File: src/rtl/neuron_pkg.sv
`default_nettype none
// ============================================================================
//  Module      : neuron_pkg
//  Description : Shared definitions for the LIF neuron block: FSM state
//                encoding, default parameter constants and a helper that
//                counts simultaneous synaptic events.
//  Revision    : 1.0 - initial release
// ============================================================================
package neuron_pkg;

    // Default parameter values shared by the neuron, its interface and benches
    localparam int c_W_DEF          = 8;
    localparam int c_THRESHOLD_DEF  = 200;
    localparam int c_WEIGHT_DEF     = 40;
    localparam int c_LEAK_SHIFT_DEF = 3;
    localparam int c_REFRACTORY_DEF = 4;
    localparam int c_NUM_SYN        = 4;

    typedef enum logic [1:0] {
        ST_INTEGRATE  = 2'd0,
        ST_FIRE       = 2'd1,
        ST_REFRACTORY = 2'd2
    } neuron_state_t;

    // Number of synapses that produced an event this cycle (0..4)
    function automatic logic [2:0] count_events(input logic [c_NUM_SYN-1:0] ev);
        logic [2:0] n;
        n = 3'd0;
        for (int i = 0; i < c_NUM_SYN; i++) begin
            n = n + {2'b00, ev[i]};
        end
        return n;
    endfunction

endpackage : neuron_pkg
`default_nettype wire

File: src/rtl/lif_neuron_if.sv
`default_nettype none
// ============================================================================
//  Module      : lif_neuron_if
//  Description : Signal bundle between a LIF neuron and its environment.
//                master : drives en / spike_in, observes the neuron outputs
//                slave  : the neuron itself
//  Signals     : en         - integration enable
//                spike_in   - four asynchronous synaptic spike lines
//                spike_out  - one-cycle postsynaptic spike pulse
//                membrane   - membrane potential, W bits
//                refractory - high while the neuron is refractory
//  Revision    : 1.0 - initial release
// ============================================================================
interface lif_neuron_if
    import neuron_pkg::*;
#(
    parameter int W = c_W_DEF
) ();
    logic                 en;
    logic [c_NUM_SYN-1:0] spike_in;
    logic                 spike_out;
    logic [W-1:0]         membrane;
    logic                 refractory;

    modport master (
        output en,
        output spike_in,
        input  spike_out,
        input  membrane,
        input  refractory
    );

    modport slave (
        input  en,
        input  spike_in,
        output spike_out,
        output membrane,
        output refractory
    );
endinterface : lif_neuron_if
`default_nettype wire

File: src/rtl/spike_sync_edge.sv
`default_nettype none
// ============================================================================
//  Module      : spike_sync_edge
//  Description : Two-flop synchroniser followed by a rising-edge detector for
//                one asynchronous spike line. o_event is a one-cycle pulse,
//                valid combinationally after the second synchroniser stage,
//                so a rise is seen by downstream logic on the 3rd clk edge.
//  Ports       : clk, rst (async, active-high), i_spike (async input),
//                o_event (one pulse per rising edge of i_spike)
//  Revision    : 1.0 - initial release
// ============================================================================
module spike_sync_edge (
    input  wire  clk,
    input  wire  rst,
    input  wire  i_spike,
    output logic o_event
);
    logic r_sync1;
    logic r_sync2;
    logic r_prev;

    always_ff @(posedge clk or posedge rst) begin
        if (rst) begin
            r_sync1 <= 1'b0;
            r_sync2 <= 1'b0;
            r_prev  <= 1'b0;
        end else begin
            r_sync1 <= i_spike;
            r_sync2 <= r_sync1;
            r_prev  <= r_sync2;
        end
    end

    assign o_event = r_sync2 & ~r_prev;

endmodule : spike_sync_edge
`default_nettype wire

File: src/rtl/lif_neuron.sv
`default_nettype none
// ============================================================================
//  Module      : lif_neuron
//  Description : Leaky integrate-and-fire neuron with four synapses.
//                Each cycle in INTEGRATE (en=1) the membrane leaks by
//                v >> LEAK_SHIFT, gains WEIGHT per synaptic event, saturates
//                at 2^W-1 and fires when the result reaches THRESHOLD. A fire
//                gives a one-cycle spike_out, then REFRACTORY cycles during
//                which the membrane is held at 0 and events are dropped.
//  Ports       : clk, rst (async, active-high), bus (lif_neuron_if.slave:
//                en, spike_in[3:0], spike_out, membrane[W-1:0], refractory)
//  Revision    : 1.0 - initial release
// ============================================================================
module lif_neuron
    import neuron_pkg::*;
#(
    parameter int W          = c_W_DEF,
    parameter int THRESHOLD  = c_THRESHOLD_DEF,
    parameter int WEIGHT     = c_WEIGHT_DEF,
    parameter int LEAK_SHIFT = c_LEAK_SHIFT_DEF,
    parameter int REFRACTORY = c_REFRACTORY_DEF
) (
    input wire          clk,
    input wire          rst,
    lif_neuron_if.slave bus
);
    // Counter only needs to reach REFRACTORY-1; keep at least one bit so the
    // REFRACTORY=0 build still has a legal vector.
    localparam int            c_CNT_W      = (REFRACTORY > 1) ? $clog2(REFRACTORY) : 1;
    localparam int            c_REF_LOAD   = (REFRACTORY > 0) ? REFRACTORY - 1 : 0;
    localparam logic [W-1:0]  c_THRESH     = W'(THRESHOLD);
    localparam logic [W+2:0]  c_WEIGHT_EXT = (W+3)'(WEIGHT);

    neuron_state_t          r_state;
    logic [W-1:0]           r_membrane;
    logic                   r_spike;
    logic                   r_refr;
    logic [c_CNT_W-1:0]     r_cnt;

    logic [c_NUM_SYN-1:0]   w_event;
    logic [2:0]             w_count;
    logic [W-1:0]           w_leaked;
    logic [W+2:0]           w_sum;
    logic [W-1:0]           w_sat;
    logic                   w_fire;

    generate
        for (genvar i = 0; i < c_NUM_SYN; i++) begin : g_sync
            spike_sync_edge u_sync (
                .clk     (clk),
                .rst     (rst),
                .i_spike (bus.spike_in[i]),
                .o_event (w_event[i])
            );
        end
    endgenerate

    // v >> LEAK_SHIFT never exceeds v, so the subtraction cannot underflow
    assign w_leaked = r_membrane - (r_membrane >> LEAK_SHIFT);
    assign w_count  = count_events(w_event);
    // Three guard bits hold leaked + 4*WEIGHT before saturation
    assign w_sum    = {3'b000, w_leaked} + ({{W{1'b0}}, w_count} * c_WEIGHT_EXT);
    assign w_sat    = (|w_sum[W+2:W]) ? {W{1'b1}} : w_sum[W-1:0];
    assign w_fire   = (w_sat >= c_THRESH);

    always_ff @(posedge clk or posedge rst) begin
        if (rst) begin
            r_state    <= ST_INTEGRATE;
            r_membrane <= '0;
            r_spike    <= 1'b0;
            r_refr     <= 1'b0;
            r_cnt      <= '0;
        end else begin
            case (r_state)
                ST_INTEGRATE: begin
                    // en=0 freezes the membrane; events of this cycle are lost
                    if (bus.en) begin
                        if (w_fire) begin
                            r_membrane <= '0;
                            r_spike    <= 1'b1;
                            r_state    <= ST_FIRE;
                        end else begin
                            r_membrane <= w_sat;
                        end
                    end
                end
                ST_FIRE: begin
                    r_spike <= 1'b0;
                    if (REFRACTORY > 0) begin
                        r_refr  <= 1'b1;
                        r_cnt   <= c_CNT_W'(c_REF_LOAD);
                        r_state <= ST_REFRACTORY;
                    end else begin
                        r_state <= ST_INTEGRATE;
                    end
                end
                ST_REFRACTORY: begin
                    r_membrane <= '0;
                    if (r_cnt == '0) begin
                        r_refr  <= 1'b0;
                        r_state <= ST_INTEGRATE;
                    end else begin
                        r_cnt <= r_cnt - c_CNT_W'(1);
                    end
                end
                default: begin
                    r_membrane <= '0;
                    r_spike    <= 1'b0;
                    r_refr     <= 1'b0;
                    r_state    <= ST_INTEGRATE;
                end
            endcase
        end
    end

    assign bus.spike_out  = r_spike;
    assign bus.membrane   = r_membrane;
    assign bus.refractory = r_refr;

endmodule : lif_neuron
`default_nettype wire
File: src/flat_wrapper.sv
// flat-port wrapper written by rule: the top's interface ports become plain ports
module lif_neuron_flat import neuron_pkg::*;
#(
    parameter int W          = c_W_DEF,
    parameter int THRESHOLD  = c_THRESHOLD_DEF,
    parameter int WEIGHT     = c_WEIGHT_DEF,
    parameter int LEAK_SHIFT = c_LEAK_SHIFT_DEF,
    parameter int REFRACTORY = c_REFRACTORY_DEF
)
  (clk, rst, bus_en, bus_spike_in, bus_spike_out, bus_membrane, bus_refractory);
  lif_neuron_if #(.W(W)) bus_i ();
  input wire clk;
  input wire rst;
  input wire logic [$bits(bus_i.en)-1:0] bus_en;
  input wire logic [$bits(bus_i.spike_in)-1:0] bus_spike_in;
  output wire logic [$bits(bus_i.spike_out)-1:0] bus_spike_out;
  output wire logic [$bits(bus_i.membrane)-1:0] bus_membrane;
  output wire logic [$bits(bus_i.refractory)-1:0] bus_refractory;
  assign bus_i.en = bus_en;
  assign bus_i.spike_in = bus_spike_in;
  assign bus_spike_out = bus_i.spike_out;
  assign bus_membrane = bus_i.membrane;
  assign bus_refractory = bus_i.refractory;
  lif_neuron #(.W(W), .THRESHOLD(THRESHOLD), .WEIGHT(WEIGHT), .LEAK_SHIFT(LEAK_SHIFT), .REFRACTORY(REFRACTORY)) u_core (.clk(clk), .rst(rst), .bus(bus_i));
endmodule
File: config.mk
export PLATFORM = sky130hd
export DESIGN_NAME = lif_neuron_flat
export DESIGN_NICKNAME = d
export VERILOG_FILES = /design/src/rtl/neuron_pkg.sv /design/src/rtl/lif_neuron_if.sv /design/src/rtl/spike_sync_edge.sv /design/src/rtl/lif_neuron.sv /design/src/flat_wrapper.sv
export SDC_FILE = /design/constraint.sdc
export NUM_CORES = 1
export LEC_CHECK = 0
export CAP_MARGIN = 10
export CORE_MARGIN = 2
export CORE_UTILIZATION = 46
export CTS_BUF_LIST = sky130_fd_sc_hd__clkbuf_16
export DETAILED_ROUTE_END_ITERATION = 16
export PLACE_DENSITY = 0.81
export SLEW_MARGIN = 30
export SYNTH_ARGS = -nofsm -noshare
export SYNTH_HDL_FRONTEND = slang
export SYNTH_SLANG_ARGS = --single-unit
File: constraint.sdc
create_clock -name clk -period 3.45 [get_ports clk]
set_input_delay 0.345 -clock clk [delete_from_list [all_inputs] [get_ports clk]]
set_output_delay 0.345 -clock clk [all_outputs]
set_load 0.03 [all_outputs]
-- Yosys cells after proc, flatten, opt, wreduce, memory -nomap -nowiden
Index checks and enable logic that the tools add are counted.
- $add $sub $neg: 6
- $mul: 1
- divide/modulo/power cells: 0
- $lt $le $gt $ge: 1
- eq/ne operators: 6
- shifts and indexed selects: 0
- multiplexer cells: 15
- bitwise logic cells: 11
- reduce and logical (&&, ||, !) cells: 9
- operators with widths (cell ; count):
    2-to-1 mux 8 bit ; 3
    one-hot mux 8 bit (2 select lines) ; 1
    adder 8 x 9 -> 10 bit ; 1
    >= comparator 8 bit, second input constant ; 1
    2-to-1 mux 2 bit ; 4
    subtractor 8 x 5 -> 8 bit ; 1
    NOT 1 bit ; 7
    adder 3 x 1 -> 3 bit ; 2
    multiplier 3 x 3 -> 6 bit, second input constant ; 1
    one-hot mux 2 bit (3 select lines) ; 1
    AND reduction 2 bit ; 3
    AND reduction 3 bit ; 2
    AND 1 bit ; 4
    logical NOT 2 bit ; 2
    inequality test 2 x 1 -> 1 bit, second input constant ; 2
    inequality test 2 bit, second input constant ; 2
    one-hot mux 2 bit (2 select lines) ; 1
    2-to-1 mux 1 bit ; 3
    one-hot mux 1 bit (3 select lines) ; 1
    OR reduction 3 bit ; 1
    adder 1 x 1 -> 2 bit ; 1
    == test 2 x 1 -> 1 bit, second input constant ; 1
    == test 2 bit, second input constant ; 1
    one-hot mux 1 bit (2 select lines) ; 1
    2 further kinds ; 2
- flip-flop bits (word level): 26
- bits in latches: 0
- RAM bits: 0
- memory bits (read-only): 0
- bits of input ports: 7
- output and inout bits: 10
- logic and storage cells: 66
- memories kept: 0

-- Longest topological paths before layout
- depth in word-level cells: 13
- depth in mapped cells: 16
- gate-level depth less buffers: 16

-- Cells and area by module
From an unflattened synthesis, not the netlist that was laid out.
- cells, all modules: 127
- area total of the unflattened synthesis: 1480.2 um^2
- by module, submodules not included (module ; instances ; cells each ; area an instance (um^2) ; sequential area each (um^2)):
    lif_neuron ; 1 ; 107 ; 1109.8 ; 350.3
    spike_sync_edge ; 4 ; 5 ; 92.6 ; 75.1

-- Least setup slack after synthesis
OpenSTA, ideal clock, no wires.
- kind: reg-to-reg
- from: register u_core.r_membrane[4], in the netlist u_core.bus.membrane[4]
- to: register u_core.r_membrane[0], in the netlist u_core.bus.membrane[0]
- setup time: 0.067 ns
- arrival: 3.377 ns
- setup slack: 0.006 ns
- stages on the path, launching flop included: 15
- path buffers: 0
- clock period less this slack: 3.444 ns
- path through: dfrtp_1 -> inv_1 -> ha_1 -> a21o_1 -> a21o_1 -> a21o_1 -> a2111oi_2 -> xnor2_1 -> ha_1 -> and3_1 -> o2bb2ai_2 -> o21ai_1 -> mux2_2 -> nor4_4 -> a22o_1
- word-level cells in the longest chain between the ends: 8
- ends and longest elaborated chain (item ; line ; text):
    start, declared ; lif_neuron.sv:35 ; logic [W-1:0] r_membrane;
    start signal, assigned ; lif_neuron.sv:83 ; r_membrane <= w_sat;
    subtractor 8 x 5 -> 8 bit (*) ; lif_neuron.sv:59 ; assign w_leaked = r_membrane - (r_membrane >> LEAK_SHIFT);
    adder 8 x 9 -> 10 bit (*) ; lif_neuron.sv:62 ; assign w_sum = {3'b000, w_leaked} + ({{W{1'b0}}, w_count} * c_WEIGHT_EXT);
    OR reduction 3 bit ; lif_neuron.sv:63 ; assign w_sat = (|w_sum[W+2:W]) ? {W{1'b1}} : w_sum[W-1:0];
    2-to-1 mux 8 bit (*) ; lif_neuron.sv:63 ;
    >= comparator 8 bit ; lif_neuron.sv:64 ; assign w_fire = (w_sat >= c_THRESH);
    2-to-1 mux 8 bit (*) ; lif_neuron.sv:78 ; if (w_fire) begin
    2-to-1 mux 8 bit (*) ; lif_neuron.sv:77 ; if (bus.en) begin
    one-hot mux 8 bit (2 select lines) (*) ; lif_neuron.sv:74 ; case (r_state)
Every way passes the cells marked *; elsewhere a longest branch is shown, timed or not. The select of a mux whose other input is x is not followed.
A chain may end at the register's enable or synchronous reset.

-- Worst setup path after layout
- from: register u_core.g_sync[1].u_sync.r_sync2
- to: register u_core.r_membrane[7], in the netlist u_core.bus.membrane[7]
- word-level cells in the longest chain between the ends: 12
- ends and longest elaborated chain (item ; line ; text):
    start, declared ; spike_sync_edge.sv:19 ; logic r_sync2;
    start signal, assigned ; spike_sync_edge.sv:29 ; r_sync2 <= r_sync1;
    AND 1 bit (*) ; spike_sync_edge.sv:34 ; assign o_event = r_sync2 & ~r_prev;
    adder 1 x 1 -> 2 bit (*) ; neuron_pkg.sv:30 ; n = n + {2'b00, ev[i]};
    adder 3 x 1 -> 3 bit (*) (2 in series) ; neuron_pkg.sv:30 ;
    multiplier 3 x 3 -> 6 bit (*) ; lif_neuron.sv:62 ;
    adder 8 x 9 -> 10 bit (*) ; lif_neuron.sv:62 ;
    OR reduction 3 bit ; lif_neuron.sv:63 ;
    2-to-1 mux 8 bit (*) ; lif_neuron.sv:63 ;
    >= comparator 8 bit ; lif_neuron.sv:64 ;
    2-to-1 mux 8 bit (*) ; lif_neuron.sv:78 ;
    2-to-1 mux 8 bit (*) ; lif_neuron.sv:77 ;
    one-hot mux 8 bit (2 select lines) (*) ; lif_neuron.sv:74 ;
Marked as above.

==> metrics.txt <==
DRC=0; Hold Path Class=register to register; top-count cell post-synth=dfrtp_1; Layout area overhead=36.9%; grt total ovfl=0; NumNets Final=181; total track usage=20.2%; footprint of the multi-input gates=833 sq um; vias in the first global route=1105; met1 GRT Util=24.8%; Critical Path Sink Type=register; Via density=5.54; core region area=3000 sq um; diodes inserted=0; Relative slew margins=51.6%; Mapped Area=1420 sq um; final worst-path cycle share=98.9%; Post-DRT Antenna Nets=0; post-detail-place hpwl=2070 microns; top cells by count, synth=26 x dfrtp_1, 17 x inv_1, 16 x ha_1; Chip Width=59.5 microns; maxcap violations=0; Post-Syn Instances=123; Std-Cell Rows=20; fmax=293 MHz; crit path time final=3410 ps; Crit Path Max Fanout=8; drt pass-1 iters=4; die area=3540 sq um; dpl ws=-58.1 ps; CTS Hold Bufs=0; crit path kind=register to register; gpl congestion=0.770; top cells by area, synth=dfrtp_1 46%, ha_1 14%, a22o_1 4.9%; Slew Limit Fails=0; Final Hold Fails=0; Seq. cell area=651 sq um; Post-Syn Nets=149; crit path launch type=register; WHS=352 ps; Unique masters post-synth=26; ys flop type=dfrtp_1; largest net degree at the start of global routing=27; Buffers on Ports=16; Root Driver=clkbuf_16; Max Root-Sink Buffers=2; Req. time, crit path=3600 ps; dpl cell area=1650 sq um; 1st-iter DRT viols=30; #FFs+latches synth=26; RSZ-0062 raised after global routing=yes; post-layout util=64.6%; met2 Use GR=35.3%; H-tree Lvls=1; # setup viols final=0; Die H=59.5 microns; Ports=17; final worst setup slack=37.7 ps; Post-Route Skew=2.44 ps; # clock sinks=26; status=completed; Slew @ Worst Pin=726 ps; worst-skew pair later-pin latency=260 ps; CP Data Arrival Time=3560 ps; met3 Usage GRT=3.06%; Syn Area/Cell=11.5 sq um; Ys Warns=0; Worst-path clk slew=60 ps; CTS Buf Count=3; final-layout fill cell count=216; routed wire length=3350 microns; routed len/inst=17.9 microns; CTS tree=done; Final Cell Area=1940 sq um; Seq/Total Area, Yosys=45.9%; layout cells sized above 1=25.3%; Most Crowded Layer GR=met2; post-synthesis async set-or-reset flop share=100%; detailed-route via count=1036; post-synth top area cell=dfrtp_1; Post-synth EDFFs=0; initial core utilization=47.2%; share of the synthesized area in the top cell type=45.9%; first-pass GRT wire length=5180 microns; initial antenna violation count=0
==> worst max-delay path, stage by stage (launching register included) <==
cell       delay, ps
dfrtp_1          380
nor2b_1          130
ha_1             300
fa_2             360
ha_1             390
inv_1            100
fa_2             420
nand2b_1         210
o2bb2ai_2        180
xnor2_2          200
o311a_4          250
nor4_4            50
buf_6            140
a22o_1           200
==> stage by stage <==
stage,cells,setup TNS (ps)
after floorplan,123,0
after global placement,176,0
after detailed placement,176,-419
after CTS,183,0
after global routing,187,-628
final,187,0
==> area by class of cell <==
type,instances,area share [%]
Clock buffer,3,3.87
Timing Repair Buffer,27,12.7
Tap cell,33,2.13
Inverter,17,3.29
Multi-Input combinational cell,80,42.9
Sequential cell,26,33.5
Clock inverter,1,1.55
==> timing repair <==
item                                    in CTS  in global routing
endpoints found under the setup margin       8                 10
cloned                                       0                  0
gates resized for setup                     12                 11
buffers inserted                             3                  4
pin swaps                                    6                 15
==> worst paths after layout <==
kind	end	slack, ps	cells after the start	start
worst max register to register	u_core.bus.membrane[7]	40	13	u_core.g_sync[1].u_sync.r_sync2
max in group asynchronous	u_core.bus.membrane[1]	2650	2	rst
worst min-delay path	u_core.g_sync[2].u_sync.r_sync2	350	0	u_core.g_sync[2].u_sync.r_sync1
min in group asynchronous	u_core.g_sync[2].u_sync.r_sync2	440	2	rst
worst max-delay path	u_core.bus.membrane[7]	40	13	u_core.g_sync[1].u_sync.r_sync2
worst min register to register	u_core.g_sync[2].u_sync.r_sync2	350	0	u_core.g_sync[2].u_sync.r_sync1
==> per-layer routing <==
layer,vias to the layer above,part of all wire [%]
li1,489,-
met1,517,43
met2,23,52
met3,7,3.6
met4,0,1.7
met5,-,0
==> state kept, by name, indices dropped and copies added (netlist names) <==
name and cells:
u_core.g_sync.u_sync.r_prev 4, u_core.r_state 2, u_core.bus.refractory 1, u_core.g_sync.u_sync.r_sync2 4
u_core.bus.membrane 8, u_core.r_cnt 2, u_core.bus.spike_out 1, u_core.g_sync.u_sync.r_sync1 4
==> cell families after synthesis <==
| kind of cell | Yosys count | synth area share, % |
|---|---|---|
| AO/OA/AOI/OAI | 30 | 16.2 |
| XOR/XNOR | 9 | 5.56 |
| adder cells (fa/ha/maj) | 19 | 18.4 |
| buffers and inverters | 17 | 4.50 |
| flip-flops | 26 | 45.9 |
| multiplexers | 1 | 0.794 |
| AND/OR/NAND/NOR | 21 | 8.65 |
==> layout by cell type (no fill, tap or decap), drive strengths merged, types with 4 or more instances in the layout <==
master,n
a21o,5
a21oi,7
a22o,8
buf,11
clkdlybuf4s50,16
dfrtp,26
ha,16
inv,17
nor2,4
nor2b,5
nor3,4
o21ai,4
xnor2,7
Power is not shown: default switching activity piles up to over one toggle a cycle in this logic, so the estimate is an artifact.
